## src/rtl/adder2_seq_pkg.sv

```systemverilog
// Shared types and elaboration helpers for the multi-digit adder sequencer.
package adder2_seq_pkg;

  typedef enum logic [1:0] {
    IDLE,
    LOAD,
    ADD,
    DONE
  } state_t;

  localparam int DIGIT_W = 2;

  // Digit-index width; a single-digit word still needs a one-bit index.
  function automatic int idx_width(input int digits);
    return (digits > 1) ? $clog2(digits) : 1;
  endfunction

  function automatic bit width_ok(input int width);
    return (width >= DIGIT_W) && ((width % DIGIT_W) == 0);
  endfunction

endpackage

```

## src/rtl/adder2_sequencer_if.sv

```systemverilog
// Operand request and result return handshakes of the adder sequencer.
interface adder2_sequencer_if #(
  parameter int WIDTH = 8
);
  logic             s_valid;
  logic             s_ready;
  logic [WIDTH-1:0] s_a;
  logic [WIDTH-1:0] s_b;
  logic             s_carry;
  logic             m_valid;
  logic             m_ready;
  logic [WIDTH-1:0] m_sum;
  logic             m_carry;
  logic             m_zero;

  modport master (
    output s_valid, s_a, s_b, s_carry, m_ready,
    input  s_ready, m_valid, m_sum, m_carry, m_zero
  );

  modport slave (
    input  s_valid, s_a, s_b, s_carry, m_ready,
    output s_ready, m_valid, m_sum, m_carry, m_zero
  );
endinterface

```

## src/rtl/adder2_sequencer_slice.sv

```systemverilog
// Two-bit adder slice: latches addends on a write, presents sum/carry on a read.
module adder2_sequencer_slice (
  input  logic       clk,
  input  logic       rst_n,
  input  logic       enable,
  input  logic       write,
  input  logic [1:0] addend0,
  input  logic [1:0] addend1,
  input  logic       rx_carryflag,
  output logic [1:0] tx_sum,
  output logic       tx_carryflag
);
  logic [1:0] addend0_q, addend0_d;
  logic [1:0] addend1_q, addend1_d;
  logic [2:0] total;

  always_comb begin
    addend0_d = addend0_q;
    addend1_d = addend1_q;
    if (enable && write) begin
      addend0_d = addend0;
      addend1_d = addend1;
    end
  end

  always_ff @(posedge clk or negedge rst_n) begin
    if (!rst_n) begin
      addend0_q <= 2'b00;
      addend1_q <= 2'b00;
    end else begin
      addend0_q <= addend0_d;
      addend1_q <= addend1_d;
    end
  end

  assign total = {1'b0, addend0_q} + {1'b0, addend1_q} + {2'b00, rx_carryflag};

  // Outputs are only meaningful during a read cycle; park them at zero otherwise.
  assign tx_sum       = (enable && !write) ? total[1:0] : 2'b00;
  assign tx_carryflag = (enable && !write) ? total[2]   : 1'b0;
endmodule

```

## src/rtl/adder2_sequencer.sv

```systemverilog
// Multi-digit adder: ripples a 2-bit slice over the operands, LSB digit first.
module adder2_sequencer
  import adder2_seq_pkg::*;
#(
  parameter int WIDTH = 8
) (
  input  logic              aclk,
  input  logic              areset,
  adder2_sequencer_if.slave bus
);
  localparam int DIGITS = WIDTH / DIGIT_W;
  localparam int IDXW   = idx_width(DIGITS);
  localparam int SELW   = $clog2(WIDTH);
  localparam logic [IDXW-1:0] LAST_IDX = IDXW'(DIGITS - 1);

  if (!width_ok(WIDTH)) begin : g_bad_width
    $error("adder2_sequencer: WIDTH must be even and >= 2");
  end

  state_t           state_q, state_d;
  logic [IDXW-1:0]  idx_q, idx_d;
  logic [WIDTH-1:0] a_q, a_d;
  logic [WIDTH-1:0] b_q, b_d;
  logic [WIDTH-1:0] sum_q, sum_d;
  logic             carry_q, carry_d;
  logic             zero_q, zero_d;
  logic             m_valid_q, m_valid_d;

  logic             slc_en, slc_wr, slc_rst_n;
  logic [1:0]       slc_sum;
  logic             slc_carry;
  logic [SELW-1:0]  digit_lsb;

  assign digit_lsb = SELW'({idx_q, 1'b0});
  assign slc_rst_n = ~areset;

  always_comb begin
    state_d   = state_q;
    idx_d     = idx_q;
    a_d       = a_q;
    b_d       = b_q;
    sum_d     = sum_q;
    carry_d   = carry_q;
    zero_d    = zero_q;
    m_valid_d = m_valid_q;
    slc_en    = 1'b0;
    slc_wr    = 1'b0;
    case (state_q)
      IDLE: begin
        if (bus.s_valid) begin
          a_d     = bus.s_a;
          b_d     = bus.s_b;
          carry_d = bus.s_carry;
          idx_d   = '0;
          sum_d   = '0;
          state_d = LOAD;
        end
      end
      LOAD: begin
        slc_en  = 1'b1;
        slc_wr  = 1'b1;
        state_d = ADD;
      end
      ADD: begin
        slc_en                = 1'b1;
        sum_d[digit_lsb +: 2] = slc_sum;
        carry_d               = slc_carry;
        if (idx_q == LAST_IDX) begin
          zero_d    = ~|sum_d;
          m_valid_d = 1'b1;
          state_d   = DONE;
        end else begin
          idx_d   = idx_q + 1'b1;
          state_d = LOAD;
        end
      end
      DONE: begin
        if (bus.m_ready) begin
          m_valid_d = 1'b0;
          state_d   = IDLE;
        end
      end
      default: state_d = IDLE;
    endcase
  end

  always_ff @(posedge aclk or posedge areset) begin
    if (areset) begin
      state_q   <= IDLE;
      idx_q     <= '0;
      a_q       <= '0;
      b_q       <= '0;
      sum_q     <= '0;
      carry_q   <= 1'b0;
      zero_q    <= 1'b0;
      m_valid_q <= 1'b0;
    end else begin
      state_q   <= state_d;
      idx_q     <= idx_d;
      a_q       <= a_d;
      b_q       <= b_d;
      sum_q     <= sum_d;
      carry_q   <= carry_d;
      zero_q    <= zero_d;
      m_valid_q <= m_valid_d;
    end
  end

  adder2_sequencer_slice u_slice (
    .clk          (aclk),
    .rst_n        (slc_rst_n),
    .enable       (slc_en),
    .write        (slc_wr),
    .addend0      (a_q[digit_lsb +: 2]),
    .addend1      (b_q[digit_lsb +: 2]),
    .rx_carryflag (carry_q),
    .tx_sum       (slc_sum),
    .tx_carryflag (slc_carry)
  );

  // Gated by reset so the requester never sees ready while the block is held.
  assign bus.s_ready = (state_q == IDLE) && !areset;
  assign bus.m_valid = m_valid_q;
  assign bus.m_sum   = sum_q;
  assign bus.m_carry = carry_q;
  assign bus.m_zero  = zero_q;
endmodule

```

## src/flat_wrapper.sv

```systemverilog
// flat-port wrapper written by rule: the top's interface ports become plain ports
module adder2_sequencer_flat import adder2_seq_pkg::*;
#(
  parameter int WIDTH = 8
)
  (aclk, areset, bus_s_valid, bus_s_a, bus_s_b, bus_s_carry, bus_m_ready, bus_s_ready, bus_m_valid, bus_m_sum, bus_m_carry, bus_m_zero);
  adder2_sequencer_if #(.WIDTH(WIDTH)) bus_i ();
  input  logic aclk;
  input  logic areset;
  input wire logic [$bits(bus_i.s_valid)-1:0] bus_s_valid;
  input wire logic [$bits(bus_i.s_a)-1:0] bus_s_a;
  input wire logic [$bits(bus_i.s_b)-1:0] bus_s_b;
  input wire logic [$bits(bus_i.s_carry)-1:0] bus_s_carry;
  input wire logic [$bits(bus_i.m_ready)-1:0] bus_m_ready;
  output wire logic [$bits(bus_i.s_ready)-1:0] bus_s_ready;
  output wire logic [$bits(bus_i.m_valid)-1:0] bus_m_valid;
  output wire logic [$bits(bus_i.m_sum)-1:0] bus_m_sum;
  output wire logic [$bits(bus_i.m_carry)-1:0] bus_m_carry;
  output wire logic [$bits(bus_i.m_zero)-1:0] bus_m_zero;
  assign bus_i.s_valid = bus_s_valid;
  assign bus_i.s_a = bus_s_a;
  assign bus_i.s_b = bus_s_b;
  assign bus_i.s_carry = bus_s_carry;
  assign bus_i.m_ready = bus_m_ready;
  assign bus_s_ready = bus_i.s_ready;
  assign bus_m_valid = bus_i.m_valid;
  assign bus_m_sum = bus_i.m_sum;
  assign bus_m_carry = bus_i.m_carry;
  assign bus_m_zero = bus_i.m_zero;
  adder2_sequencer #(.WIDTH(WIDTH)) u_core (.aclk(aclk), .areset(areset), .bus(bus_i));
endmodule
```

## config.mk

```make
export PLATFORM = sky130hd
export DESIGN_NAME = adder2_sequencer_flat
export DESIGN_NICKNAME = d
export VERILOG_FILES = /design/src/rtl/adder2_seq_pkg.sv /design/src/rtl/adder2_sequencer_if.sv /design/src/rtl/adder2_sequencer_slice.sv /design/src/rtl/adder2_sequencer.sv /design/src/flat_wrapper.sv
export SDC_FILE = /design/constraint.sdc
export NUM_CORES = 1
export LEC_CHECK = 0
export CAP_MARGIN = 30
export CORE_UTILIZATION = 52
export CTS_CLUSTER_DIAMETER = 150
export CTS_CLUSTER_SIZE = 8
export DETAILED_ROUTE_END_ITERATION = 7
export PLACE_DENSITY = 0.79
export SLEW_MARGIN = 20
export SYNTH_ARGS = -nofsm -noshare
export SYNTH_HDL_FRONTEND = slang
export SYNTH_HIERARCHICAL = 1
export SYNTH_SLANG_ARGS = --single-unit
```

## constraint.sdc

```tcl
create_clock -name aclk -period 2.9 [get_ports aclk]
set_clock_uncertainty 0.15 [all_clocks]
set_input_delay 0.435 -clock aclk [delete_from_list [all_inputs] [get_ports aclk]]
set_output_delay 0.435 -clock aclk [all_outputs]
set_load 0.02 [all_outputs]
```

==> impl_metrics.yaml, run 1 <==
status:
  outcome: "finished, final reports clean"
synth:
  synth_adder_area_share_pct: 9.20
  synth_top_family_by_area: "multiplexers"
  synth_edf_count: 0
  synth_compound_gate_area_share_pct: 10.2
  synth.cell_area_um2: 1930
  ys_seq_area_share_pct: 45.3
  ys_types: 36
  ys.warnings.count: 6
  synth-seq-cells: 35
  synth-xor-area-share_pct: 0
  synthFlopType: "dfrtp_1"
  muxShareOfSynthArea_pct: 20.9
  syn_avg_cell_area_um2: 12.2
  async_flop_share_pct: 100
  syn_nets: 193
  syn_inst: 159
  yosys.area_share.simple_pct: 10.8
placement:
  dp_hpwl_um: 2780
  gp_congestion: 0.904
  portBuffers: 32
  dp_slack_ns: 0.687
power_and_ir_drop:
  p_per_area_nw_per_um2: 1000
  vdd_drop_max_mv: 0.545
  cellLeakagePower_nw: 1.06
  power.total_mw: 2.38
routing:
  wire_per_inst_um: 15.3
  via_per_inst: 5.47
  num_vias: 1328
  firstDrtPassIters: 4
  drt-initial-drc-count: 68
  drc: 0
  ant_nets: 0
  routed_wl_um: 3710
worst_hold_path:
  min_path_type: "reg2reg"
critical_path:
  path_buf_inv: 2
  slowest_delay_ns: 0.61
  path_delay_family: "buffers and inverters"
  cp_cell_sequence: "inv_1 -> ha_1 -> nor2b_1 -> clkdlybuf4s50_1"
  crit_arrival_ns: 1.96
  cp_max_fo: 6
  path_class: "reg2out"
  startpoint_type: "flip-flop"
  slowest_stage: "clkdlybuf4s50_1"
  required_ns: 2.32
  setup.worst_path.end_class: "output pin"
floorplan:
  die_w_um: 63.0
  start_util_pct: 56.1
  core_um2: 3440
  num_rows: 21
  pin_count: 33
  die_area_um2: 3960
  die_y_um: 63.0
clock_network:
  htree_levels: 2
  clk_pin_slew_ns: 0.07
  cts_setup_buffers: 0
  clock_sinks: 35
  cts_root_buf: "clkbuf_8"
  clkLatencyLatePin_ns: 0.28
  cts_buffers: 5
  cts_buffer_depth: 2
  cts_tree: "yes"
  cts_resized: 0
  hold_buffers: 0
sta:
  tns_ns: 0
  worst_pin_slew_ns: 0.510
  setup_violations: 0
  fmax_ghz: 0.394
  fin_ws_ns: 0.359
  rsz0062_at_grt: "no"
  hold_slack_ns: 0.351
  fin_crit_ns: 2.54
  finalHoldViolCount: 0
  slew_violations: 0
  fin_crit_sh_pct: 87.6
  maxSlewHeadroom_pct: 66.0
job:
  cap_violations: 0
cells_and_area:
  final_nets: 230
  layout_common_cells: "dfrtp_1 (35), clkdlybuf4s50_1 (32), nand2_1 (12), nor2_1 (12)"
  drive_above_1_share_pct: 19.3
  final_common_cell: "dfrtp_1"
  num_antenna_cells: 0
  syn_to_final_growth_pct: 23.0
  post-route-util_pct: 69.0
global_route:
  grt.overflow.total: 0
  grt_first_pass_wirelength_um: 6290
  first_global_vias: 1415
  grt_max_degree: 36
  grt_usage_pct: 21.1
  grt_antenna_before_repair: 0
final timing paths:
| path | from | to | slack (ns) | depth (start not counted) |
|---|---|---|---|---|
| worst min-delay path | u_core/b_q[0]$_DFFE_PP0P_ | u_core/b_q[0]$_DFFE_PP0P_ | 0.35 | 1 |
| worst max register to register | u_core/idx_q[0]$_DFFE_PP0P_ | u_core/bus.m_zero$_DFFE_PP0P_ | 0.65 | 6 |
| max in group asynchronous | areset | u_core/a_q[1]$_DFFE_PP0P_ | 1.85 | 3 |
| worst max-delay path | u_core/state_q[0]$_DFFE_PP0P_ | bus_s_ready | 0.36 | 4 |
| worst min register to register | u_core/b_q[0]$_DFFE_PP0P_ | u_core/b_q[0]$_DFFE_PP0P_ | 0.35 | 1 |
| min in group asynchronous | areset | u_core/bus.m_valid$_DFFE_PP0P_ | 0.43 | 3 |
state kept, by name, indices dropped and copies added (netlist names):
register / flops
u_core/a_q: 8
u_core/b_q: 8
u_core/bus.m_carry: 1
u_core/bus.m_sum: 8
u_core/bus.m_valid: 1
u_core/bus.m_zero: 1
u_core/idx_q: 2
u_core/state_q: 2
u_core/u_slice/addend0_q: 2
u_core/u_slice/addend1_q: 2
layout make-up:
class                      instances  area, µm²
clock buffer                       6       72.6
clock inverter                     2       12.5
fill                             267       1070
inverter                          12       45.0
multi-input combinational        109        985
sequential                        35        876
tap                               46       57.6
timing repair buffer              33        328
power by group:
group / switching, mW / total, mW / internal (mW) / leakage, nW
clock: 0.172 / 0.340 / 0.168 / 0.0412
combinational: 0.577 / 1.18 / 0.607 / 0.590
sequential: 0.166 / 0.859 / 0.693 / 0.433
metrics by stage:
stage,std cells,instance area [µm²]
4_1_cts,243,2380
2_1_floorplan,159,1930
6_report,243,2380
3_3_place_gp,235,2290
5_1_grt,243,2380
3_5_place_dp,235,2290
cell usage after synthesis (2+ instances only):
cell type   n  share of area [%]
a21oi_1     4                1.0
inv_1      11                2.1
nand2_2     2               0.65
buf_6       2                1.2
o2bb2ai_1   2               0.91
ha_1       11                7.1
nand2_1    12                2.3
mux2_2     10                5.8
o31ai_1     2               0.78
mux4_1      4                5.4
o21ai_0    11                2.8
mux2_4     11                8.5
nor2_1     12                2.3
and2b_1     2               0.78
mux2i_1     2                1.0
o22ai_1     3               0.97
nor2b_1     2               0.65
fa_1        2                2.1
a31oi_1     3               0.97
dfrtp_1    35                 45
logic make-up after synthesis:
group                      Yosys count
muxes                               27
buffers and inverters               15
and+or+nand+nor                     39
AOI/OAI and AO/OA                   30
DFF                                 35
adders and majority gates           13
metal layers:
layer | share of wire, % | GRT usage (%) | up-vias
met4 | 2.3 | 10.5 | 0
met1 | 41 | 22.0 | 635
met5 | 0 | 0 | -
met2 | 53 | 37.5 | 50
met3 | 4.3 | 6.93 | 12
li1 | - | - | 631
No activity file was read; power rests on OpenSTA's default activity.
==> run 2, diff against run 1 <==
--- a/config.mk
+++ b/config.mk
@@ -6,11 +6,10 @@
 export NUM_CORES = 1
 export LEC_CHECK = 0
 export CAP_MARGIN = 30
-export CORE_UTILIZATION = 52
-export CTS_CLUSTER_DIAMETER = 150
+export CORE_UTILIZATION = 45
 export CTS_CLUSTER_SIZE = 8
 export DETAILED_ROUTE_END_ITERATION = 7
-export PLACE_DENSITY = 0.79
+export PLACE_DENSITY = 0.7
 export SLEW_MARGIN = 20
 export SYNTH_ARGS = -nofsm -noshare
 export SYNTH_HDL_FRONTEND = slang
==> run 2 against run 1 <==
Against the previous run:
- hold slack lost 0.0021 ns
- die area rose by 15%
- combinational power hardly changed
- utilization down 10 points
- total power up 0.58%
- routed wire length fell by 0.76%
- sequential power is essentially flat
- non-clock buffer count is the same
- via count grew 0.45%
- critical path type unchanged
- largest cell class unchanged
==> impl_metrics.yaml, run 2 (synthesis results as in run 1) <==
clock_network:
  cts_buffer_depth: 2
  cts_tree: "yes"
  clk_pin_slew_ns: 0.08
  clock_sinks: 35
  cts_buffers: 5
  htree_levels: 2
  cts_setup_buffers: 0
  clkLatencyLatePin_ns: 0.29
  cts_resized: 0
  cts_root_buf: "clkbuf_8"
  hold_buffers: 0
floorplan:
  core_um2: 4060
  start_util_pct: 47.6
  die_area_um2: 4560
  die_w_um: 67.5
  die_y_um: 67.5
  pin_count: 33
  num_rows: 23
routing:
  num_vias: 1334
  drt-initial-drc-count: 56
  drc: 0
  via_per_inst: 5.40
  ant_nets: 0
  routed_wl_um: 3680
  firstDrtPassIters: 5
  wire_per_inst_um: 14.9
global_route:
  grt_max_degree: 36
  grt_first_pass_wirelength_um: 6350
  first_global_vias: 1363
  grt_antenna_before_repair: 0
  busiest_layer: "met2"
  grt_usage_pct: 19.4
  grt.met3_usage_pct: 4.22
  met2_usage_pct: 33.8
  grtUsageMet1_pct: 21.9
  grt.overflow.total: 0
cells_and_area:
  drive_above_1_share_pct: 19.8
  final_nets: 230
  fillers: 333
  syn_to_final_growth_pct: 23.4
  seqCellArea_um2: 876
  num_antenna_cells: 0
  multi_input_area_um2: 985
  layout_common_cells: "dfrtp_1 (35), clkdlybuf4s50_1 (32), nand2_1 (12), nor2_1 (12)"
  final_common_cell: "dfrtp_1"
critical_path:
  crit_arrival_ns: 1.94
  slowest_stage: "clkdlybuf4s50_1"
  slowest_delay_ns: 0.60
  path_class: "reg2out"
  path_delay_family: "buffers and inverters"
  cp_max_fo: 6
  startpoint_type: "flip-flop"
  setup.worst_path.end_class: "output pin"
  path_buf_inv: 2
  required_ns: 2.32
  cp_cell_sequence: "inv_1 -> ha_1 -> nor2b_1 -> clkdlybuf4s50_1"
power_and_ir_drop:
  cellLeakagePower_nw: 1.06
  vdd_drop_max_mv: 0.462
  p_per_area_nw_per_um2: 1000
  power.total_mw: 2.40
sta:
  fmax_ghz: 0.395
  worst_pin_slew_ns: 0.503
  tns_ns: 0
  finalHoldViolCount: 0
  setup_violations: 0
  maxSlewHeadroom_pct: 66.4
  slew_violations: 0
  rsz0062_at_grt: "no"
  fin_crit_sh_pct: 87.2
  fin_crit_ns: 2.53
worst_hold_path:
  min_path_type: "reg2reg"
placement:
  gp_congestion: 0.895
  portBuffers: 32
  dp_hpwl_um: 2780
status:
  outcome: "finished, final reports clean"
job:
  cap_violations: 0
-- run 2: path summary, 6_finish.rpt --
kind,slack (ns),end,startpoint,cells after the start
worst max-delay path,0.37,bus_s_ready,u_core/state_q[1]$_DFFE_PP0P_,4
worst min-delay path,0.35,u_core/bus.m_zero$_DFFE_PP0P_,u_core/bus.m_zero$_DFFE_PP0P_,2
worst max register to register,0.69,u_core/bus.m_zero$_DFFE_PP0P_,u_core/bus.m_carry$_DFFE_PP0P_,7
worst min register to register,0.35,u_core/bus.m_zero$_DFFE_PP0P_,u_core/bus.m_zero$_DFFE_PP0P_,2
max in group asynchronous,1.86,u_core/b_q[0]$_DFFE_PP0P_,areset,3
min in group asynchronous,0.42,u_core/bus.m_valid$_DFFE_PP0P_,areset,3
-- run 2: per-layer routing --
layer	vias to the layer above	part of all wire [%]	wire, µm
met5	-	0	0
met4	0	1.6	59
met3	7	3.8	140
met2	36	53	1960
met1	655	41	1520
li1	636	-	-
-- run 2: layout make-up --
| type | count | share of cell area (%) |
|---|---|---|
| well taps | 50 | 2.62 |
| clock buffers | 5 | 2.89 |
| repair buffers | 33 | 13.7 |
| clock inverters | 3 | 0.839 |
| flip-flops and latches | 35 | 36.7 |
| inverters | 12 | 1.89 |
| multi-input cells | 109 | 41.3 |
-- run 2: stage by stage --
step	setup WS (ns)	instance area [µm²]	cells	utilization (%)	hold slack (ns)
floorplan	0.770	1930	159	-	0.321
CTS	0.354	2380	247	58.8	0.354
detailed placement	0.696	2300	239	56.6	0.336
global placement	0.742	2300	239	56.6	0.322
finish	0.371	2380	247	58.8	0.349
global route	0.219	2380	247	58.8	0.363
-- run 2: worst reg2reg max path, cell delays in order, from the launching register on --
cell,delay [ns]
dfrtp_1,0.41
fa_1,0.42
inv_1,0.07
fa_1,0.40
nor2_1,0.29
a31oi_1,0.15
nand3_1,0.13
o41ai_2,0.07
-- run 2: power breakdown --
| part | internal (mW) | total, mW | switching [mW] | leakage, nW |
|---|---|---|---|---|
| registers | 0.692 | 0.859 | 0.167 | 0.433 |
| clock network | 0.167 | 0.349 | 0.182 | 0.0402 |
| logic | 0.607 | 1.19 | 0.581 | 0.590 |
